File: src/rtl/alu_arbiter.sv
// rtl/alu_arbiter.sv - round-robin arbiter sharing one execute-stage ALU between two requesters
// Holds the result until the owning requester accepts it; one operation in flight at a time.

`ifndef WORD
`define WORD 64
`endif
`ifndef ALU_AND
`define ALU_AND 4'b0000
`endif
`ifndef ALU_ORR
`define ALU_ORR 4'b0001
`endif
`ifndef ALU_ADD
`define ALU_ADD 4'b0010
`endif
`ifndef ALU_SUB
`define ALU_SUB 4'b0110
`endif
`ifndef ALU_CBZ
`define ALU_CBZ 4'b0111
`endif

module alu_arbiter #(
  parameter int WIDTH = `WORD
) (
  input  logic             clk,
  input  logic             reset,
  input  logic             req0_valid,
  output logic             req0_ready,
  input  logic [3:0]       req0_op,
  input  logic [WIDTH-1:0] req0_a,
  input  logic [WIDTH-1:0] req0_b,
  output logic             resp0_valid,
  input  logic             resp0_ready,
  output logic [WIDTH-1:0] resp0_result,
  output logic             resp0_zero,
  input  logic             req1_valid,
  output logic             req1_ready,
  input  logic [3:0]       req1_op,
  input  logic [WIDTH-1:0] req1_a,
  input  logic [WIDTH-1:0] req1_b,
  output logic             resp1_valid,
  input  logic             resp1_ready,
  output logic [WIDTH-1:0] resp1_result,
  output logic             resp1_zero
);

  typedef enum logic [1:0] {IDLE, EXEC, RESP} state_t;

  state_t           state;
  state_t           next_state;
  logic             owner;
  logic             prio;
  logic [3:0]       op_q;
  logic [WIDTH-1:0] a_q;
  logic [WIDTH-1:0] b_q;
  logic [WIDTH-1:0] result_q;
  logic             zero_q;
  logic [WIDTH-1:0] alu_out;
  logic             winner;
  logic             accept;
  logic             resp_done;

  // A lone valid port wins outright; the pointer only breaks ties.
  assign winner    = (req0_valid && req1_valid) ? prio : req1_valid;
  assign accept    = (state == IDLE) && (req0_valid || req1_valid);
  assign resp_done = (state == RESP) && (owner ? resp1_ready : resp0_ready);

  always_ff @(posedge clk) begin
    if (reset) state <= IDLE;
    else       state <= next_state;
  end

  always_comb begin
    next_state = state;
    case (state)
      IDLE:    if (accept) next_state = EXEC;
      EXEC:    next_state = RESP;
      RESP:    if (resp_done) next_state = IDLE;
      default: next_state = IDLE;
    endcase
  end

  always_comb begin
    req0_ready  = 1'b0;
    req1_ready  = 1'b0;
    resp0_valid = 1'b0;
    resp1_valid = 1'b0;
    if (state == IDLE) begin
      req0_ready = req0_valid && !winner;
      req1_ready = req1_valid && winner;
    end
    if (state == RESP) begin
      resp0_valid = !owner;
      resp1_valid = owner;
    end
  end

  always_comb begin
    alu_out = a_q & b_q;
    case (op_q)
      `ALU_ADD: alu_out = a_q + b_q;
      `ALU_SUB: alu_out = a_q - b_q;
      `ALU_AND: alu_out = a_q & b_q;
      `ALU_ORR: alu_out = a_q | b_q;
      `ALU_CBZ: alu_out = b_q;
      default:  alu_out = a_q & b_q;
    endcase
  end

  always_ff @(posedge clk) begin
    if (reset) begin
      owner    <= 1'b0;
      prio     <= 1'b0;
      op_q     <= '0;
      a_q      <= '0;
      b_q      <= '0;
      result_q <= '0;
      zero_q   <= 1'b1;
    end else begin
      if (accept) begin
        owner <= winner;
        op_q  <= winner ? req1_op : req0_op;
        a_q   <= winner ? req1_a : req0_a;
        b_q   <= winner ? req1_b : req0_b;
      end
      if (state == EXEC) begin
        result_q <= alu_out;
        zero_q   <= (alu_out == '0);
      end
      if (resp_done) prio <= ~owner;
    end
  end

  assign resp0_result = result_q;
  assign resp1_result = result_q;
  assign resp0_zero   = zero_q;
  assign resp1_zero   = zero_q;

endmodule

File: config.mk
export PLATFORM = sky130hd
export DESIGN_NAME = alu_arbiter
export DESIGN_NICKNAME = d
export VERILOG_FILES = /design/src/rtl/alu_arbiter.sv
export SDC_FILE = /design/constraint.sdc
export NUM_CORES = 1
export LEC_CHECK = 0
export CAP_MARGIN = 20
export CORE_MARGIN = 5
export CORE_UTILIZATION = 50
export CTS_BUF_LIST = sky130_fd_sc_hd__clkbuf_8 sky130_fd_sc_hd__clkbuf_16
export CTS_CLUSTER_DIAMETER = 60
export CTS_CLUSTER_SIZE = 30
export DETAILED_ROUTE_END_ITERATION = 7
export DONT_BUFFER_PORTS = 1
export PLACE_DENSITY = 0.7
export SYNTH_ARGS = -nofsm -noshare
export SYNTH_HDL_FRONTEND = slang
export SYNTH_SLANG_ARGS = --single-unit
File: constraint.sdc
create_clock -name clk -period 6.6 [get_ports clk]
set_clock_uncertainty 0.15 [all_clocks]
set_input_delay 1.98 -clock clk [delete_from_list [all_inputs] [get_ports clk]]
set_output_delay 1.98 -clock clk [all_outputs]
set_load 0.02 [all_outputs]
---- Word-level counts from Yosys, hierarchy flattened ----
Cells that the tools add are included.
word-level totals
  register bits ........................... 201
  input bits .............................. 270
  output and inout port bits .............. 134
  logic and storage cells ................. 45
cells by class
  add/subtract/negate cells ............... 2
  equality and inequality tests ........... 8
  multiplexer cells ....................... 13
  bitwise operators ....................... 3
  reduce and logical (&&, ||, !) cells .... 11
operator list
  operator                                              number
  case mux 64 bit (4 select lines)                      1
  two-way mux 64 bit                                    2
  adder 64 bit                                          1
  AND 64 bit                                            1
  logical NOT 64 bit                                    1
  OR 64 bit                                             1
  subtractor 64 bit                                     1
  equality test 4 x 3 -> 1 bit (second input constant)  2
  two-way mux 1 bit                                     6
  case mux 2 bit (3 select lines)                       1
  logical AND 1 bit                                     5
  equality test 4 x 1 -> 1 bit (second input constant)  1
  equality test 4 x 2 -> 1 bit (second input constant)  1
  two-way mux 2 bit                                     2
  two-way mux 4 bit                                     1
  inequality test 2 bit (second input constant)         2
  equality test 2 x 1 -> 1 bit (second input constant)  1
  equality test 2 bit (second input constant)           1
  logical NOT 1 bit                                     2
  logical NOT 2 bit                                     1
  AND reduction 2 bit                                   1
  logical OR 1 bit                                      1
  inverter 1 bit                                        1

---- Longest topological paths before layout ----
  word-level depth ........................ 5
  depth in mapped cells ................... 27
  depth with buffers taken out ............ 24

---- Least setup slack after synthesis ----
OpenSTA, ideal clock, no wires.
  kind .................................... reg2reg
  from .................................... register op_q[1]
  to ...................................... register zero_q, in the netlist resp0_zero
  library setup time ...................... 59 ps
  arrival ................................. 5906 ps
  data required time ...................... 6391 ps
  path slack .............................. 485 ps
  cell stages (with the launch flop) ...... 28
  cell sequence ........................... dfxtp_1 buf_2 nand2b_1 clkbuf_1 nor2_1 clkbuf_1 buf_1 clkbuf_1 buf_1 nand2_1 clkbuf_1 o31ai_1 xnor2_1 ha_1 clkbuf_1 nand4_1 or2_1 or4_1 o32ai_1 a311o_1 a31o_1 xor2_1 a222oi_1 nand4_1 or4_1 nor4_1 nand4_1 nand2_1
on the way
  cells in the longest elaborated chain, start to end .. 3
RTL lines
  element                                               line  source
  from (decl)                                           54    logic [3:0] op_q;
  from (signal assigned)                                123   op_q <= winner ? req1_op : req0_op;
  equality test 4 x 3 -> 1 bit (tied with other cells)  101   case (op_q)
  case mux 64 bit (4 select lines) (*)                  101
  logical NOT 64 bit (*)                                129   zero_q <= (alu_out == '0);
  to (signal assigned)                                  129
  to (decl)                                             58    logic zero_q;
Mark *: on every way between the ends. The rest lies on a longest branch, timed or not.
A chain may end at the register's enable or synchronous reset.

---- Final worst setup path ----
  from .................................... register b_q[20]
  to ...................................... register zero_q, in the netlist resp0_zero
on the way
  cells in the longest elaborated chain, start to end .. 3
RTL lines
  element                                    line  source
  from (decl)                                56    logic [WIDTH-1:0] b_q;
  from (signal assigned)                     125   b_q <= winner ? req1_b : req0_b;
  subtractor 64 bit (tied with other cells)  103   `ALU_SUB: alu_out = a_q - b_q;
  case mux 64 bit (4 select lines) (*)       101
  logical NOT 64 bit (*)                     129
Marks and branches as above.

==> impl_metrics.py <==
metrics = {
    "status": {
        "outcome": "completed",
    },
    "clock_network": {
        "insertion_delay_ns": 0.53,
        "path_clk_slew_ns": 0.08,
        "htree_levels": 1,
        "hold_buffers": 0,
        "cts_made_buffers": 20,
        "cts_tree": "done",
        "cts_root_buffer": "clkbuf_16",
        "cts.path.max_buffers": 3,
        "cts_num_sinks": 201,
    },
    "critical_path": {
        "path_cells": "or4_4 > or3_1 > nor3_2 > and2_4 > and3_4 > nand2b_1 > or4_4 > o21ai_1 > xor2_1 > ha_1 > a21o_1 > a21oi_1 > o21ai_0 > a221o_1 > a31o_1 > xor2_1 > a222oi_1 > buf_4 > nand4_1 > or4_4 > nor4_4 > nand4_1 > nand2_1",
        "cpPeakStageDelay_ns": 0.54,
        "r2r_cells": 23,
        "endpoint_kind": "flip-flop",
        "reg2reg_to": "resp0_zero",
        "crit_top_cell": "or4_4",
        "path_buf_inv": 1,
        "required_ns": 6.90,
        "reg2reg_from": "b_q[20]",
        "crit_slowest_cell": "or4_4",
        "worstSetupPathType": "flip-flop to flip-flop",
        "cp_top_family": "simple AND/OR/NAND/NOR gates",
        "crit_fanout": 7,
        "cp_data_arrival_time_ns": 6.65,
        "start_kind": "flip-flop",
        "rrSetupSlack_ns": 0.25,
    },
    "power_and_ir_drop": {
        "p_total_uw": 4790,
        "vdd_drop_max_uv": 245,
        "p_leak_uw": 0.00712,
        "p_per_area_mw_per_mm2": 292,
    },
    "worst_hold_path": {
        "min_path_type": "flip-flop to flip-flop",
        "min_path_cells": 2,
        "hold_end": "b_q[30]",
        "holdCritStartpoint": "b_q[30]",
    },
    "synth": {
        "async_flop_share_pct": 0,
        "ys_seq_area_share_pct": 25.4,
        "yosys_register_bits": 201,
        "synth_nets": 2417,
        "syn_inst": 2080,
        "synth_top_flop_cell": "dfxtp_1",
        "syn_avg_cell_area_um2": 7.61,
        "synth_enable_flop_cells": 0,
        "ys_types": 74,
        "yosys_warnings": 0,
        "syn_area_mm2": 0.0158,
    },
    "routing": {
        "first_pass_iters": 6,
        "drtAntennaViolNets": 0,
        "drc_errors": 0,
        "vias": 15208,
        "drt_iter0_drc": 1146,
        "routedWlPerCell_um": 22.8,
        "via_per_inst": 6.52,
        "finalWirelength_mm": 53.2,
    },
    "grt": {
        "grt.total_usage_pct": 28.3,
        "grt_max_degree": 196,
        "grt_pass1_vias": 14215,
        "grt-ovfl-total": 0,
        "antenna_found_initial": 0,
        "grt_pass1_wl_mm": 81.9,
    },
    "timing": {
        "relSlewSlack_pct": 32.9,
        "clock.fmax_mhz": 157,
        "report.final.slew_viol_count": 0,
        "setup_violations": 0,
        "fin_crit_ns": 6.35,
        "fin_crit_sh_pct": 96.2,
        "tns_ns": 0,
        "worst_pin_slew_ns": 0.997,
        "hold_slack_ns": 0.370,
        "final_hold_viol_count": 0,
    },
    "final_layout": {
        "final_common_cell": "nor2_1",
        "drive_gt1_share_pct": 6.21,
        "diodes": 0,
        "num-nets-final": 2255,
        "area_growth_pct": 3.72,
        "final_cell_mix": "nor2_1, dfxtp_1, nand2_1",
        "fin_util_pct": 52.3,
    },
    "placed_design": {
        "gp_congestion": 0.984,
        "dp_hpwl_mm": 41.0,
        "io_buffers": 0,
    },
    "die": {
        "fp.coreArea_mm2": 0.0314,
        "die_height_um": 188,
        "die-area_mm2": 0.0353,
        "start_util_pct": 50.4,
        "fp-row-count": 65,
        "io_pins": 404,
        "die_w_um": 188,
    },
    "flow_run": {
        "cap_viol_max_count": 0,
    },
}
==> sequential cells by signal, summed over array words and instances (netlist names) <==
register and cells:
prio 1, op_q 4, b_q 64, resp0_zero 1, state 2, a_q 64
resp0_result 64, owner 1
==> power breakdown <==
group	internal, uW	switching [uW]
combinational	717	1180
sequential	1360	315
clock	663	555
==> stage by stage <==
stage / cell area (um^2) / worst slack (ns) / instances
detailed placement: 15600 / -0.258 / 2293
global placement: 15600 / 0.107 / 2293
CTS: 16300 / 0.0135 / 2330
floorplan: 15800 / 0.485 / 2080
global route: 16400 / -0.00313 / 2333
finish: 16400 / 0.250 / 2333
==> worst max-delay path by stage <==
stage | start | to | slack (ns) | depth (start not counted)
final | b_q[20] | resp0_zero | 0.25 | 23
after CTS | b_q[20] | resp0_zero | 0.01 | 23
after global routing | b_q[20] | resp0_zero | -0.003 | 24
after detailed placement | b_q[7] | resp0_zero | -0.26 | 23
after floorplan | op_q[1] | resp0_zero | 0.49 | 27
after global placement | b_q[20] | resp0_zero | 0.11 | 24
==> kinds of logic after synthesis <==
family                   Yosys count  share of synthesized area (%)
AO/OA/AOI/OAI                    621                           27.1
XOR/XNOR                         112                           6.20
adder cells (fa/ha/maj)           67                           5.35
buffers and inverters            251                           7.58
flip-flops                       201                           25.4
multiplexers                     143                           9.06
AND/OR/NAND/NOR                  685                           19.2
==> layer usage <==
metal | track usage [%] | wire length [um] | vias up
li1 | - | - | 7277
met1 | 38.5 | 23200 | 7125
met2 | 46.3 | 24400 | 717
met3 | 4.86 | 4150 | 89
met4 | 7.99 | 1460 | 0
met5 | 0 | 0 | -
==> timing repair <==
action                     in CTS  in global routing
setup endpoints to repair       1                  1
pin swaps                       2                  6
buffers inserted                2                  2
gates resized for setup         8                 19
==> worst min-delay path, delay by kind of cell, from the launching register on <==
| family | cells | cell delay, ns |
|---|---|---|
| AO/OA/AOI/OAI | 1 | 0.05 |
| flip-flops | 1 | 0.33 |
| AND/OR/NAND/NOR | 1 | 0.10 |
==> synth_stat cells (16+ instances only) <==
| cell type | n | area, um^2 |
|---|---|---|
| nor2_1 | 285 | 1070 |
| dfxtp_1 | 201 | 4020 |
| nand2_1 | 196 | 736 |
| a211oi_1 | 195 | 1460 |
| mux2i_1 | 141 | 1410 |
| clkbuf_1 | 135 | 507 |
| a21oi_1 | 121 | 606 |
| o21ai_0 | 81 | 405 |
| ha_1 | 66 | 826 |
| buf_4 | 65 | 488 |
| xor2_1 | 59 | 517 |
| xnor2_1 | 53 | 464 |
| nor3_1 | 42 | 210 |
| a21o_1 | 41 | 308 |
| nand4_1 | 33 | 206 |
| nand3_1 | 31 | 155 |
| a222oi_1 | 25 | 250 |
| inv_1 | 24 | 90.1 |
| buf_1 | 22 | 82.6 |
| o31ai_1 | 18 | 135 |
| o21a_1 | 17 | 128 |
| a22oi_1 | 16 | 120 |
==> final cells by class <==
type,instances,area (um^2)
tap,402,503
inverter,24,90.1
sequential,201,4030
multi-input combinational,1628,10700
timing repair buffer,43,355
clock inverter,15,204
fill,3038,15000
clock buffer,20,500
Power figures use the tool's default switching activity.
==> RTL edit 1: new RTL, config.mk and constraints unchanged <==
Re-encode `state_t` (3 states) as one-hot, 3 bits wide.
--- a/src/rtl/alu_arbiter.sv
+++ b/src/rtl/alu_arbiter.sv
@@ -47,3 +47,3 @@
 
-  typedef enum logic [1:0] {IDLE, EXEC, RESP} state_t;
+  typedef enum logic [2:0] {IDLE = 3'b001, EXEC = 3'b010, RESP = 3'b100} state_t;
 
Behaviour: same outputs for any inputs over 4 cycles, from zero or initial values and one cycle with reset high; so few cycles prove little.
==> RTL edit 1 against the original RTL <==
  * Sequential cell count is 1 higher
  * Synthesized area is 2.4% higher
  * Routed wire length is 13% higher
  * Sequential share of layout area is 0.16 points lower
  * Core utilization is 0.89 points lower
  * First-iteration DRC count is 55% higher
  * Non-clock buffer count is 12 lower
  * Total power is 5.5% higher
  * Cell area is 1.1% higher
  * Synthesized cell count is 1.3% higher
  * Combinational power is 12% higher
  * Worst setup slack better by 0.12 ns
  * Critical endpoint is now resp0_zero
  * Largest power group unchanged
==> RTL edit 1: results (changes against the original RTL) <==
The count of different cell masters after synthesis is 102 (+38%). The data arrival time at the worst-slack endpoint is 6.52 ns (-0.13 ns). The core area was 32,300 um^2 (+2.9%). The static leakage came to 7.03 nW (-1.2%).

The final hold slack is 0.387 ns (+0.0172 ns). The area fraction in compound gates after synthesis is 0.269 (-0.00250). The largest net degree at the start of global routing is 190 (-3.1%).

The flow ran to the end, and the final reports show no timing, DRC or antenna violations. The final-stage net count is 2,274 (+0.84%). The share of the final layout cell area in sequential cells came out at 0.244 (-0.00161). By area the synthesized netlist is led by dfxtp_1 25%, mux2i_1 8.7%, a211oi_1 8.1%.

The total of plain and repair buffers excluding clock buffers came out at 31 (-28%). The setup fix buffers added after clock tree synthesis is 0 (-2). The vias per cell is 6.46 (-0.85%). The ratio of cells with drive above 1 in the final layout is 0.0671 (+0.00500).

The multi-input combinational gate total is 1,663 (+2.1%). The area after detailed placement is 15,800 um^2 (+1.7%). The fraction of area in non-clock buffers came out at 0.0155 (-0.00612). The parity-gate share of the synthesized area counting xor and xnor cells came out at 0.0589 (-0.00306). The worst-path maximum fanout is 10 (+3). The mux cell area share after synthesis is 0.0885 (-0.00210). The slew at the pin with the worst max-slew slack is 1.08 ns (+0.0873 ns). The adder-cell share of the synthesized area is 0.0522 (-0.00124). The overall routing resource usage is 0.316 (+0.0329).

The quantity of gates resized following cts came out at 0 (-8). The routed wirelength normalized by instance count came to 25.1 um (+10%). The commonest cells after synthesis are 279 x nor2_1, 213 x nand2_1, 202 x dfxtp_1. The share of the yosys chip area belonging to registers is 0.250 (-0.00466). The detailed placer's ending HPWL came out at 47,900 um (+17%).
-- RTL edit 1: changes by cell type in the layout (fill, tap and decap cells not counted), sizes merged, moves of 12 or more --
cell	unedited run	this run
a222oi	25	9
a21boi	4	16
nand2	196	215
a21o	41	21
a211oi	195	176
a31oi	8	22
buf	43	31
o21ai	88	123
-- RTL edit 1: how the worst max path moves through the flow --
stage                       endpoint  cells past startpoint
after CTS                 resp0_zero                     21
after floorplan           resp0_zero                     22
final                     resp0_zero                     21
after global routing      resp0_zero                     21
after global placement    resp0_zero                     22
after detailed placement  resp0_zero                     21
-- RTL edit 1: routing by layer --
layer  share of wire  global-route usage  vias to the layer above
met2            0.40               0.434                      921
met1            0.46               0.478                     7147
met3            0.12               0.103                       69
li1                -                   -                     7353
met4           0.019              0.0637                        2
met5          0.0013              0.0165                        -
==> RTL edit 2: new RTL, same flow settings <==
Made on the original files. Change the macro `WORD` from 64 to 32.
--- a/src/rtl/alu_arbiter.sv
+++ b/src/rtl/alu_arbiter.sv
@@ -4,3 +4,3 @@
 `ifndef WORD
-`define WORD 64
+`define WORD 32
 `endif
Ports: changed (6 resized); port bits go from 404 to 212. No check against the original RTL was run, so the function may have changed too.
==> RTL edit 2 against the original RTL <==
  * Total power shrank 50%
  * Synthesized area shrank 47%
  * Routed wire length shrank 57%
  * Sequential power shrank 48%
  * Cell count shrank 49%
  * Critical path type unchanged
  * Via count shrank 51%
  * Cell area shrank 49%
  * Maximum frequency grew 27%
  * Global-route usage shrank 5.1 points
  * Hold slack gained 0.017 ns
  * Worst setup slack gained 1.3 ns
  * Sequential cell count shrank 96
==> RTL edit 2: results (changes against the original RTL) <==
The flow ran to the end, and the final reports show no timing, DRC or antenna violations. The synthesized design spends more area on one cell type than any other, namely dfxtp_1. The overall routing resource usage is 0.232 (-0.0512).

The number of antenna violations at the first check in global routing came to 0 (unchanged). The number of buffers created by CTS is 9 (-55%). The net count of the mapped netlist was 1,246 (-48%). The setup fix buffers added after clock tree synthesis came out at 0 (-2).

The clock-pin slew on the worst setup and hold paths is 0.08 ns (about the same). The number of search-and-repair iterations in the first detailed-routing pass is 8 (+2). The commonest cells after synthesis are 133 x nor2_1, 105 x dfxtp_1, 97 x nand2_1. The maximum VDD drop is 0.145 mV (-41%).

The insertion delay to the later sink of the worst-skew pair is 0.37 ns (-0.16 ns). The largest net degree at the start of global routing is 100 (-49%). The first-pass GRT wire length is 36,700 um (-55%). The share of the yosys chip area belonging to registers came out at 0.253 (-0.00147). The fraction of registers with async set or reset after synthesis came out at 0 (unchanged). The slew at the pin with the worst max-slew slack came out at 1.10 ns (+0.103 ns). The total via count in the routed design came to 7,427 (-51%).

The antenna diode count came out at 0 (unchanged). The routed wirelength normalized by instance count came out at 19.3 um (-15%). The setup slack at placement came out at 1.70 ns (+1.96 ns).

The final hold slack is 0.387 ns (+0.0169 ns). The final-stage net count is 1,145 (-49%). The worst-path maximum fanout is 9 (+2). The number of slew-limit violations in the final report came out at 0 (unchanged). The static leakage came to 3.48 nW (-51%).

The filler cell count in the final layout is 1,652 (-46%). The origin of the worst min-delay path is a_q[4]. The via count of the first global-routing pass was 6,641 (-53%). The total number of H-tree levels was 3 (+2). The ratio of cells with drive above 1 in the final layout is 0.0534 (-0.00870). The routability congestion estimate was 0.957 (-2.7%). For hold timing, the worst endpoint is a_q[4]. The number of cells traversed by the worst register-to-register path is 19 (-17%). The detailed placer's ending HPWL was 17,700 um (-57%).

The slack of the worst reg-to-reg path came out at 1.60 ns (+1.35 ns). The violation count after the first detailed-route iteration came out at 655 (-43%). The count of different cell masters after synthesis came out at 88 (+19%). The overall die width came out at 139 um (-26%).

The quantity of gates resized following cts came out at 0 (-8). In this run the critical register-to-register path is launched from b_q[2]. The worst hold path class is reg -> reg. After synthesis, the cell types taking the most area are dfxtp_1 25%, mux2i_1 9.2%, a211oi_1 8.2%. The count of synthesis-stage warnings from yosys is 0 (unchanged). The worst hold path stage count is 2 (unchanged). The net switching fraction of the power came out at 0.423 (-0.00483). The cell sitting at the root of the clock tree is a clkbuf_16. The largest buffer count on any clock path came out at 2 (-1).

The number of buffer cells added on primary ports was 0 (unchanged). The worst reg2reg path endpoint is resp0_zero.
RTL edit 2: cells by family (layout without fill, tap and decap cells):
group	count (synthesis)	count (layout)	share of synthesized area
buffers and inverters	139	43	0.0849
flip-flops	105	105	0.253
multiplexers	77	77	0.0929
AO/OA/AOI/OAI	314	314	0.263
XOR/XNOR	44	44	0.0464
AND/OR/NAND/NOR	355	355	0.206
adder cells (fa/ha/maj)	35	35	0.0536
RTL edit 2: through the flow:
stage,instances,instance area (um^2)
2_1_floorplan,1069,8310
3_3_place_gp,1177,8040
3_5_place_dp,1177,8040
4_1_cts,1193,8330
5_1_grt,1193,8330
6_report,1193,8330
RTL edit 2: cell type report:
cell class	instances	area [um^2]	share of cell area
Clock buffer	11	253	0.0303
Clock inverter	5	46.3	0.00555
Inverter	22	82.6	0.00991
Multi-Input combinational cell	825	5540	0.664
Sequential cell	105	2100	0.252
Tap cell	220	275	0.0330
Timing Repair Buffer	5	37.5	0.00450
RTL edit 2: how the worst max path moves through the flow:
stage	cells past startpoint	end	startpoint	slack, ns
2_1_floorplan	5	req0_ready	req0_valid	1.37
3_3_place_gp	19	resp0_zero	b_q[2]	1.74
3_5_place_dp	19	resp0_zero	b_q[2]	1.70
4_1_cts	19	resp0_zero	b_q[2]	1.65
5_1_grt	20	resp0_zero	b_q[2]	1.15
6_report	19	resp0_zero	b_q[2]	1.60
RTL edit 2: power by group through the flow:
stage / clock [mW] / combinational, mW / sequential [mW]
after floorplan: 0 / 0.854 / 0.805
after global placement: 0 / 0.934 / 0.887
after detailed placement: 0 / 0.940 / 0.889
after CTS: 0.552 / 0.946 / 0.874
after global routing: 0.574 / 1.07 / 0.890
final: 0.540 / 0.960 / 0.876
RTL edit 2: worst max-delay path: stages, from the launching register on:
cell	delay, ns
dfxtp_1	0.37
nor4_1	0.47
nand3_1	0.21
nor2_1	0.24
nand2_1	0.12
or3_1	0.38
or2_2	0.32
nor3_2	0.24
nor2_1	0.08
xnor2_1	0.14
ha_1	0.44
o21ai_0	0.16
nor2b_1	0.17
a32oi_1	0.20
nand3_1	0.10
a211oi_1	0.42
nand4b_1	0.17
nor4_1	0.31
nand4_1	0.13
o21ai_1	0.12
RTL edit 2: metal layers:
metal,up-vias,routed length [um],track usage
met2,333,8930,0.312
li1,3716,-,-
met3,25,2120,0.0541
met5,-,0,0
met1,3353,11700,0.366
met4,0,330,0.0566
